$ cat src/rtl/iter_mdu.sv
// Iterative multiply/divide unit with HI/LO registers: radix-2 shift-add multiply,
// restoring divide, multiply-accumulate, and HI/LO move/read access.
`timescale 1ns/1ps
module iter_mdu #(
   parameter int WIDTH = 32,
   parameter int CNT_W = 6
) (
   input  logic             clk,
   input  logic             reset,
   input  logic             req,
   input  logic [3:0]       op,
   input  logic [WIDTH-1:0] rs_data,
   input  logic [WIDTH-1:0] rt_data,
   output logic             busy,
   output logic             done,
   output logic [WIDTH-1:0] mdu_out,
   output logic             rd_sel
);

   localparam logic [3:0] OP_MULT  = 4'd1;
   localparam logic [3:0] OP_MULTU = 4'd2;
   localparam logic [3:0] OP_DIV   = 4'd3;
   localparam logic [3:0] OP_DIVU  = 4'd4;
   localparam logic [3:0] OP_MFHI  = 4'd5;
   localparam logic [3:0] OP_MFLO  = 4'd6;
   localparam logic [3:0] OP_MTHI  = 4'd7;
   localparam logic [3:0] OP_MTLO  = 4'd8;
   localparam logic [3:0] OP_MADD  = 4'd9;
   localparam logic [3:0] OP_MADDU = 4'd10;
   localparam logic [3:0] OP_MSUB  = 4'd11;
   localparam logic [3:0] OP_MSUBU = 4'd12;

   localparam logic [CNT_W-1:0] LAST_STEP = CNT_W'(WIDTH - 1);

   typedef enum logic [1:0] {S_IDLE, S_RUN, S_FINISH} state_t;

   function automatic logic [WIDTH-1:0] cond_neg_w(input logic [WIDTH-1:0] v, input logic n);
      return n ? (~v + 1'b1) : v;
   endfunction

   function automatic logic [2*WIDTH-1:0] cond_neg_2w(input logic [2*WIDTH-1:0] v, input logic n);
      return n ? (~v + 1'b1) : v;
   endfunction

   state_t             state, state_nx;
   logic [CNT_W-1:0]   cnt;
   logic [2*WIDTH:0]   eng, eng_step;
   logic [WIDTH-1:0]   opnd, hi, lo;
   logic               is_div, acc_add, acc_sub, neg_res, neg_rem, div_zero;

   logic               is_start, dec_div, dec_signed, dec_add, dec_sub, accept;
   logic               sign_a, sign_b;
   logic [WIDTH-1:0]   mag_a, mag_b;
   logic [WIDTH:0]     shift_rem, diff, sum_hi;
   logic [2*WIDTH-1:0] prod_s, acc_res, result;
   logic [WIDTH-1:0]   quot_s, rem_s;

   always_comb begin
      is_start   = 1'b0;
      dec_div    = 1'b0;
      dec_signed = 1'b0;
      dec_add    = 1'b0;
      dec_sub    = 1'b0;
      case (op)
         OP_MULT:  begin is_start = 1'b1; dec_signed = 1'b1; end
         OP_MULTU: begin is_start = 1'b1; end
         OP_DIV:   begin is_start = 1'b1; dec_div = 1'b1; dec_signed = 1'b1; end
         OP_DIVU:  begin is_start = 1'b1; dec_div = 1'b1; end
         OP_MADD:  begin is_start = 1'b1; dec_signed = 1'b1; dec_add = 1'b1; end
         OP_MADDU: begin is_start = 1'b1; dec_add = 1'b1; end
         OP_MSUB:  begin is_start = 1'b1; dec_signed = 1'b1; dec_sub = 1'b1; end
         OP_MSUBU: begin is_start = 1'b1; dec_sub = 1'b1; end
         default:  ;
      endcase
   end

   assign sign_a = dec_signed & rs_data[WIDTH-1];
   assign sign_b = dec_signed & rt_data[WIDTH-1];
   assign mag_a  = cond_neg_w(rs_data, sign_a);
   assign mag_b  = cond_neg_w(rt_data, sign_b);

   always_comb begin
      state_nx = state;
      accept   = 1'b0;
      case (state)
         S_IDLE: begin
            if (is_start && !req) begin
               state_nx = S_RUN;
               accept   = 1'b1;
            end
         end
         S_RUN: begin
            if (req)                    state_nx = S_IDLE;
            else if (cnt == LAST_STEP)  state_nx = S_FINISH;
         end
         S_FINISH: state_nx = S_IDLE;
         default:  state_nx = S_IDLE;
      endcase
   end

   // Engine layout: eng = {upper W+1 bits, lower W bits}. Multiply keeps the partial
   // product on top and shifts the multiplier out the bottom; divide keeps the
   // partial remainder on top and shifts quotient bits in at the bottom.
   always_comb begin
      shift_rem = {eng[2*WIDTH-1:WIDTH], eng[WIDTH-1]};
      diff      = shift_rem - {1'b0, opnd};
      sum_hi    = eng[2*WIDTH:WIDTH] + (eng[0] ? {1'b0, opnd} : '0);
      if (is_div)
         eng_step = diff[WIDTH] ? {shift_rem, eng[WIDTH-2:0], 1'b0}
                                : {diff, eng[WIDTH-2:0], 1'b1};
      else
         eng_step = {1'b0, sum_hi, eng[WIDTH-1:1]};
   end

   always_comb begin
      prod_s = cond_neg_2w(eng[2*WIDTH-1:0], neg_res);
      if (acc_add)      acc_res = {hi, lo} + prod_s;
      else if (acc_sub) acc_res = {hi, lo} - prod_s;
      else              acc_res = prod_s;
      quot_s = cond_neg_w(eng[WIDTH-1:0], neg_res);
      rem_s  = cond_neg_w(eng[2*WIDTH-1:WIDTH], neg_rem);
      result = is_div ? {rem_s, quot_s} : acc_res;
   end

   always_ff @(posedge clk or negedge reset) begin
      if (!reset) begin
         state <= S_IDLE;
         cnt   <= '0;
      end else begin
         state <= state_nx;
         cnt   <= (state == S_RUN && !req) ? cnt + 1'b1 : '0;
      end
   end

   always_ff @(posedge clk or negedge reset) begin
      if (!reset) begin
         eng      <= '0;
         opnd     <= '0;
         is_div   <= 1'b0;
         acc_add  <= 1'b0;
         acc_sub  <= 1'b0;
         neg_res  <= 1'b0;
         neg_rem  <= 1'b0;
         div_zero <= 1'b0;
      end else if (accept) begin
         opnd     <= dec_div ? mag_b : mag_a;
         eng      <= {{(WIDTH+1){1'b0}}, (dec_div ? mag_a : mag_b)};
         is_div   <= dec_div;
         acc_add  <= dec_add;
         acc_sub  <= dec_sub;
         neg_res  <= sign_a ^ sign_b;
         neg_rem  <= sign_a;
         div_zero <= dec_div && (rt_data == '0);
      end else if (state == S_RUN && !req) begin
         eng <= eng_step;
      end
   end

   // A divide by zero still runs the full sequence but leaves HI/LO untouched.
   always_ff @(posedge clk or negedge reset) begin
      if (!reset) begin
         hi <= '0;
         lo <= '0;
      end else if (state == S_IDLE && !req) begin
         if (op == OP_MTHI) hi <= rs_data;
         if (op == OP_MTLO) lo <= rs_data;
      end else if (state == S_FINISH && !req && !(is_div && div_zero)) begin
         hi <= result[2*WIDTH-1:WIDTH];
         lo <= result[WIDTH-1:0];
      end
   end

   assign busy    = is_start | (state != S_IDLE);
   assign done    = (state == S_FINISH) && !req;
   assign rd_sel  = (op == OP_MFHI) || (op == OP_MFLO);
   assign mdu_out = (op == OP_MFHI) ? hi : (op == OP_MFLO) ? lo : '0;

endmodule

$ cat config.mk
export PLATFORM = sky130hd
export DESIGN_NAME = iter_mdu
export DESIGN_NICKNAME = d
export VERILOG_FILES = /design/src/rtl/iter_mdu.sv
export SDC_FILE = /design/constraint.sdc
export NUM_CORES = 1
export LEC_CHECK = 0
export CELL_PAD_IN_SITES_DETAIL_PLACEMENT = 2
export CELL_PAD_IN_SITES_GLOBAL_PLACEMENT = 2
export CORE_MARGIN = 4
export CORE_UTILIZATION = 40
export CTS_CLUSTER_DIAMETER = 150
export DETAILED_ROUTE_END_ITERATION = 7
export PLACE_DENSITY_LB_ADDON = 0.15
export RECOVER_POWER = 100
export SLEW_MARGIN = 20
export SYNTH_ARGS = -nofsm -noshare
export SYNTH_HDL_FRONTEND = slang
export SYNTH_SLANG_ARGS = --single-unit
$ cat constraint.sdc
create_clock -name clk -period 9.97 [get_ports clk]
set_input_delay 1.994 -clock clk [delete_from_list [all_inputs] [get_ports clk]]
set_output_delay 1.994 -clock clk [all_outputs]
set_load 0.02 [all_outputs]
==> metrics.txt <==
# TYPE chip_impl_metric gauge
chip_impl_metric{name="tightest_slew",unit="ns"} 4.56
chip_impl_metric{name="first_global_vias",unit=""} 30800
chip_impl_metric{name="initial_antenna_violation_count",unit=""} 8
chip_impl_metric{name="multi_input_area",unit="um2"} 19200
chip_impl_metric{name="cts_inserted_buffers",unit=""} 17
chip_impl_metric{name="clk_pin_slew_worst_paths",unit="ns"} 0.09
chip_impl_metric{name="cell_area_synth",unit="um2"} 25300
chip_impl_info{name="grt_setup_unrepaired",value="no"} 1
chip_impl_metric{name="layout_cells_sized_above_1",unit=""} 0.0381
chip_impl_metric{name="row_count",unit=""} 91
chip_impl_metric{name="seq_area_frac_synth",unit=""} 0.173
chip_impl_metric{name="avgRoutedWirePerCell",unit="um"} 31.8
chip_impl_metric{name="count_of_flip_flops_with_a_built_in_enable_after_synthesis",unit=""} 0
chip_impl_metric{name="leak_pwr",unit="uW"} 0.0112
chip_impl_metric{name="cts_repair_resize_count",unit=""} 0
chip_impl_metric{name="globalRouteTotalUtil",unit=""} 0.403
chip_impl_info{name="regToRegStartpoint",value="eng[0]$_DFFE_PN0P_"} 1
chip_impl_metric{name="grt_overflow_total",unit=""} 0
chip_impl_metric{name="postSynthNetCount",unit=""} 3841
chip_impl_info{name="min_path_type",value="reg -> reg"} 1
chip_impl_metric{name="hold_viol_final",unit=""} 0
chip_impl_metric{name="route.detailed.vias_per_inst",unit=""} 6.81
chip_impl_metric{name="asyncSetResetFlopFracSynth",unit=""} 1.00
chip_impl_metric{name="vertical_extent_of_the_die",unit="um"} 259
chip_impl_metric{name="final_util",unit=""} 0.441
chip_impl_metric{name="setup_viol",unit=""} 0
chip_impl_metric{name="drt_first_pass_iters",unit=""} 6
chip_impl_metric{name="initial_core_utilization",unit=""} 0.407
chip_impl_info{name="clock_tree_from_tritoncts",value="built"} 1
chip_impl_metric{name="route.antenna.remaining_nets",unit=""} 0
chip_impl_metric{name="data_arrival_time_of_the_worst_path",unit="ns"} 8.73
chip_impl_info{name="hp-start",value="opnd[6]$_DFFE_PN0P_"} 1
chip_impl_metric{name="cts_max_path_buffers",unit=""} 2
chip_impl_metric{name="max_cap_violations",unit=""} 10
chip_impl_info{name="start_kind",value="input pin"} 1
chip_impl_metric{name="syn-mean-instance-area",unit="um2"} 7.08
chip_impl_info{name="worstSetupStartpoint",value="req"} 1
chip_impl_metric{name="achievable-frequency",unit="MHz"} 120
chip_impl_metric{name="maxSlewHeadroom",unit=""} -2.04
chip_impl_metric{name="gp_congestion",unit=""} 1.01
chip_impl_metric{name="die_area",unit="um2"} 67300
chip_impl_metric{name="clkSinkCount",unit=""} 175
chip_impl_metric{name="drt_total_wl",unit="um"} 139000
chip_impl_metric{name="ys.warnings.count",unit=""} 0
chip_impl_metric{name="grt_first_pass_wirelength",unit="um"} 206000
chip_impl_metric{name="layout.nets",unit=""} 3773
chip_impl_info{name="criticalPathCategory",value="in -> reg"} 1
chip_impl_metric{name="cts.repair_timing.setup_buffer_count",unit=""} 0
chip_impl_metric{name="floorplan.io_pins",unit=""} 106
chip_impl_metric{name="fin_hold_ws",unit="ns"} 0.491
chip_impl_metric{name="drc_errors",unit=""} 0
chip_impl_metric{name="fin_crit",unit="ns"} 8.33
chip_impl_metric{name="detailedPlace.worstSlack",unit="ns"} 3.09
chip_impl_metric{name="final-max-slew-violation-count",unit=""} 466
chip_impl_metric{name="worst_slack",unit="ns"} 1.64
chip_impl_metric{name="grt_start_max_net_pins",unit=""} 105
chip_impl_metric{name="vias",unit=""} 29700
chip_impl_metric{name="peakVddDrop",unit="mV"} 0.172
chip_impl_info{name="violations",value="max-capacitance violations, max-slew violations"} 1
chip_impl_metric{name="layout-area-overhead-vs-synth",unit="%"} 8.43
chip_impl_metric{name="synth_cells",unit=""} 3569
chip_impl_metric{name="final.setup_skew",unit="ns"} 0.0215
chip_impl_metric{name="finalCritPeriodShare",unit=""} 0.836
chip_impl_metric{name="crit_required",unit="ns"} 10.37
chip_impl_metric{name="ys_ff_latch",unit=""} 175
chip_impl_metric{name="htreeDepth",unit=""} 4
chip_impl_metric{name="cts_hold_buf",unit=""} 0
chip_impl_metric{name="placeableCoreArea",unit="um2"} 62200
chip_impl_info{name="status",value="finished with violations"} 1
chip_impl_metric{name="power_density",unit="nW/um2"} 416
chip_impl_metric{name="clkLatencyLatePin",unit="ns"} 0.53
chip_impl_metric{name="dp_hpwl",unit="um"} 107000
chip_impl_info{name="root_buffer",value="sky130_fd_sc_hd__clkbuf_16"} 1
chip_impl_metric{name="port_buffers",unit=""} 105
chip_impl_metric{name="ys_types",unit=""} 103
chip_impl_metric{name="fin_setup_tns",unit="ns"} 0
chip_impl_metric{name="worst-path-max-fanout",unit=""} 43
chip_impl_info{name="ys_dominant_reg_cell",value="sky130_fd_sc_hd__dfrtp_1"} 1
chip_impl_metric{name="seqCellArea",unit="um2"} 4390
chip_impl_info{name="critPathCaptureType",value="register"} 1
chip_impl_metric{name="total_of_fill_cells_in_the_finished_design",unit=""} 7493
chip_impl_metric{name="floorplan.die.width",unit="um"} 259
chip_impl_metric{name="violation_count_after_the_first_detailed_routing_iteration",unit=""} 2849
[cell usage in the layout (no fill, tap or decap), types with 44 or more instances in the layout]
cell type	Yosys	layout
sky130_fd_sc_hd__a211oi_1	43	44
sky130_fd_sc_hd__a21o_1	54	54
sky130_fd_sc_hd__a21oi_1	306	304
sky130_fd_sc_hd__a31oi_1	46	46
sky130_fd_sc_hd__clkdlybuf4s50_1	0	69
sky130_fd_sc_hd__dfrtp_1	175	172
sky130_fd_sc_hd__ha_1	197	197
sky130_fd_sc_hd__inv_1	196	196
sky130_fd_sc_hd__mux2i_1	57	57
sky130_fd_sc_hd__nand2_1	348	348
sky130_fd_sc_hd__nand3_1	82	82
sky130_fd_sc_hd__nor2_1	352	349
sky130_fd_sc_hd__nor3_1	76	76
sky130_fd_sc_hd__nor4_1	48	47
sky130_fd_sc_hd__o211ai_1	71	72
sky130_fd_sc_hd__o21ai_0	326	330
sky130_fd_sc_hd__o21bai_1	48	48
sky130_fd_sc_hd__o31ai_1	51	52
sky130_fd_sc_hd__xnor2_1	171	171
sky130_fd_sc_hd__xor2_1	89	89
[cells by family (layout without fill, tap and decap cells)]
kind of cell / Yosys count / count (layout) / share of synthesized area
AOI/OAI and AO/OA: 1285 / 1285 / 0.332
DFF: 175 / 175 / 0.173
and+or+nand+nor: 1144 / 1144 / 0.212
muxes: 64 / 64 / 0.0258
adders and majority gates: 201 / 201 / 0.101
xor gates and xnor gates: 260 / 260 / 0.0901
other: 0 / 6 / 0
buffers and inverters: 440 / 385 / 0.0663
[critical path, stage by stage]
cell	delay [ns]
sky130_fd_sc_hd__dlygate4sd3_1	0.61
sky130_fd_sc_hd__nor3_1	0.51
sky130_fd_sc_hd__clkbuf_1	2.51
sky130_fd_sc_hd__and2_0	0.32
sky130_fd_sc_hd__clkbuf_1	1.55
sky130_fd_sc_hd__nor2_2	0.23
sky130_fd_sc_hd__clkbuf_1	0.53
sky130_fd_sc_hd__a22oi_1	0.32
sky130_fd_sc_hd__o21ai_0	0.12
[Yosys cell counts (71+ instances only)]
cell type	n	area share
sky130_fd_sc_hd__o211ai_1	71	0.021
sky130_fd_sc_hd__clkbuf_1	203	0.030
sky130_fd_sc_hd__nor2_1	352	0.052
sky130_fd_sc_hd__dfrtp_1	175	0.17
sky130_fd_sc_hd__xor2_1	89	0.031
sky130_fd_sc_hd__nand3_1	82	0.016
sky130_fd_sc_hd__a21oi_1	306	0.061
sky130_fd_sc_hd__inv_1	196	0.029
sky130_fd_sc_hd__o21ai_0	326	0.065
sky130_fd_sc_hd__nand2_1	348	0.052
sky130_fd_sc_hd__ha_1	197	0.097
sky130_fd_sc_hd__nor3_1	76	0.015
sky130_fd_sc_hd__xnor2_1	171	0.059
[per-stage QoR]
stage | power (uW) | instances | instance area (um2)
3_5_place_dp | 10200 | 4319 | 26900
6_report | 11400 | 4357 | 27400
4_1_cts | 11100 | 4351 | 27500
5_1_grt | 12100 | 4351 | 27400
3_3_place_gp | 9820 | 4318 | 26900
2_1_floorplan | 7280 | 3569 | 25300
[state kept, by name, summed over array words and instances (netlist names)]
name and count:
eng 65, hi 32, lo 32, opnd 32
cnt 6, state 2, acc_add 1, acc_sub 1
div_zero 1, is_div 1, neg_rem 1, neg_res 1
[per-layer routing]
metal	wire (um)	GRT usage	up-vias
li1	-	-	12900
met1	59900	0.545	15200
met5	13	0	-
met4	7640	0.199	2
met2	59600	0.609	1291
met3	11600	0.0837	256
[final cells by class]
cell class	instances	share of cell area
clock buffers	17	0.0155
repair buffers	156	0.0509
diodes	6	0.000548
well taps	837	0.0382
multi-input cells	2954	0.702
inverters	197	0.0270
clock inverters	15	0.00593
flip-flops and latches	175	0.160
[path summary, 6_finish.rpt]
kind	end	slack, ns	cells past startpoint
setup reg to reg	hi[25]$_DFFE_PN0P_	1.80	18
max in group asynchronous	neg_res$_DFFE_PN0P_	4.59	2
min in group asynchronous	cnt[4]$_DFF_PN0_	1.58	1
hold / removal	opnd[6]$_DFFE_PN0P_	0.49	2
hold reg to reg	opnd[6]$_DFFE_PN0P_	0.49	2
setup / recovery	eng[49]$_DFFE_PN0P_	1.64	9
[power breakdown]
group	internal (uW)	leakage, uW	switching, uW
clock network	338	0.000291	416
logic	3000	0.00873	5990
registers	957	0.00218	695
No activity file was read; power rests on OpenSTA's default activity.
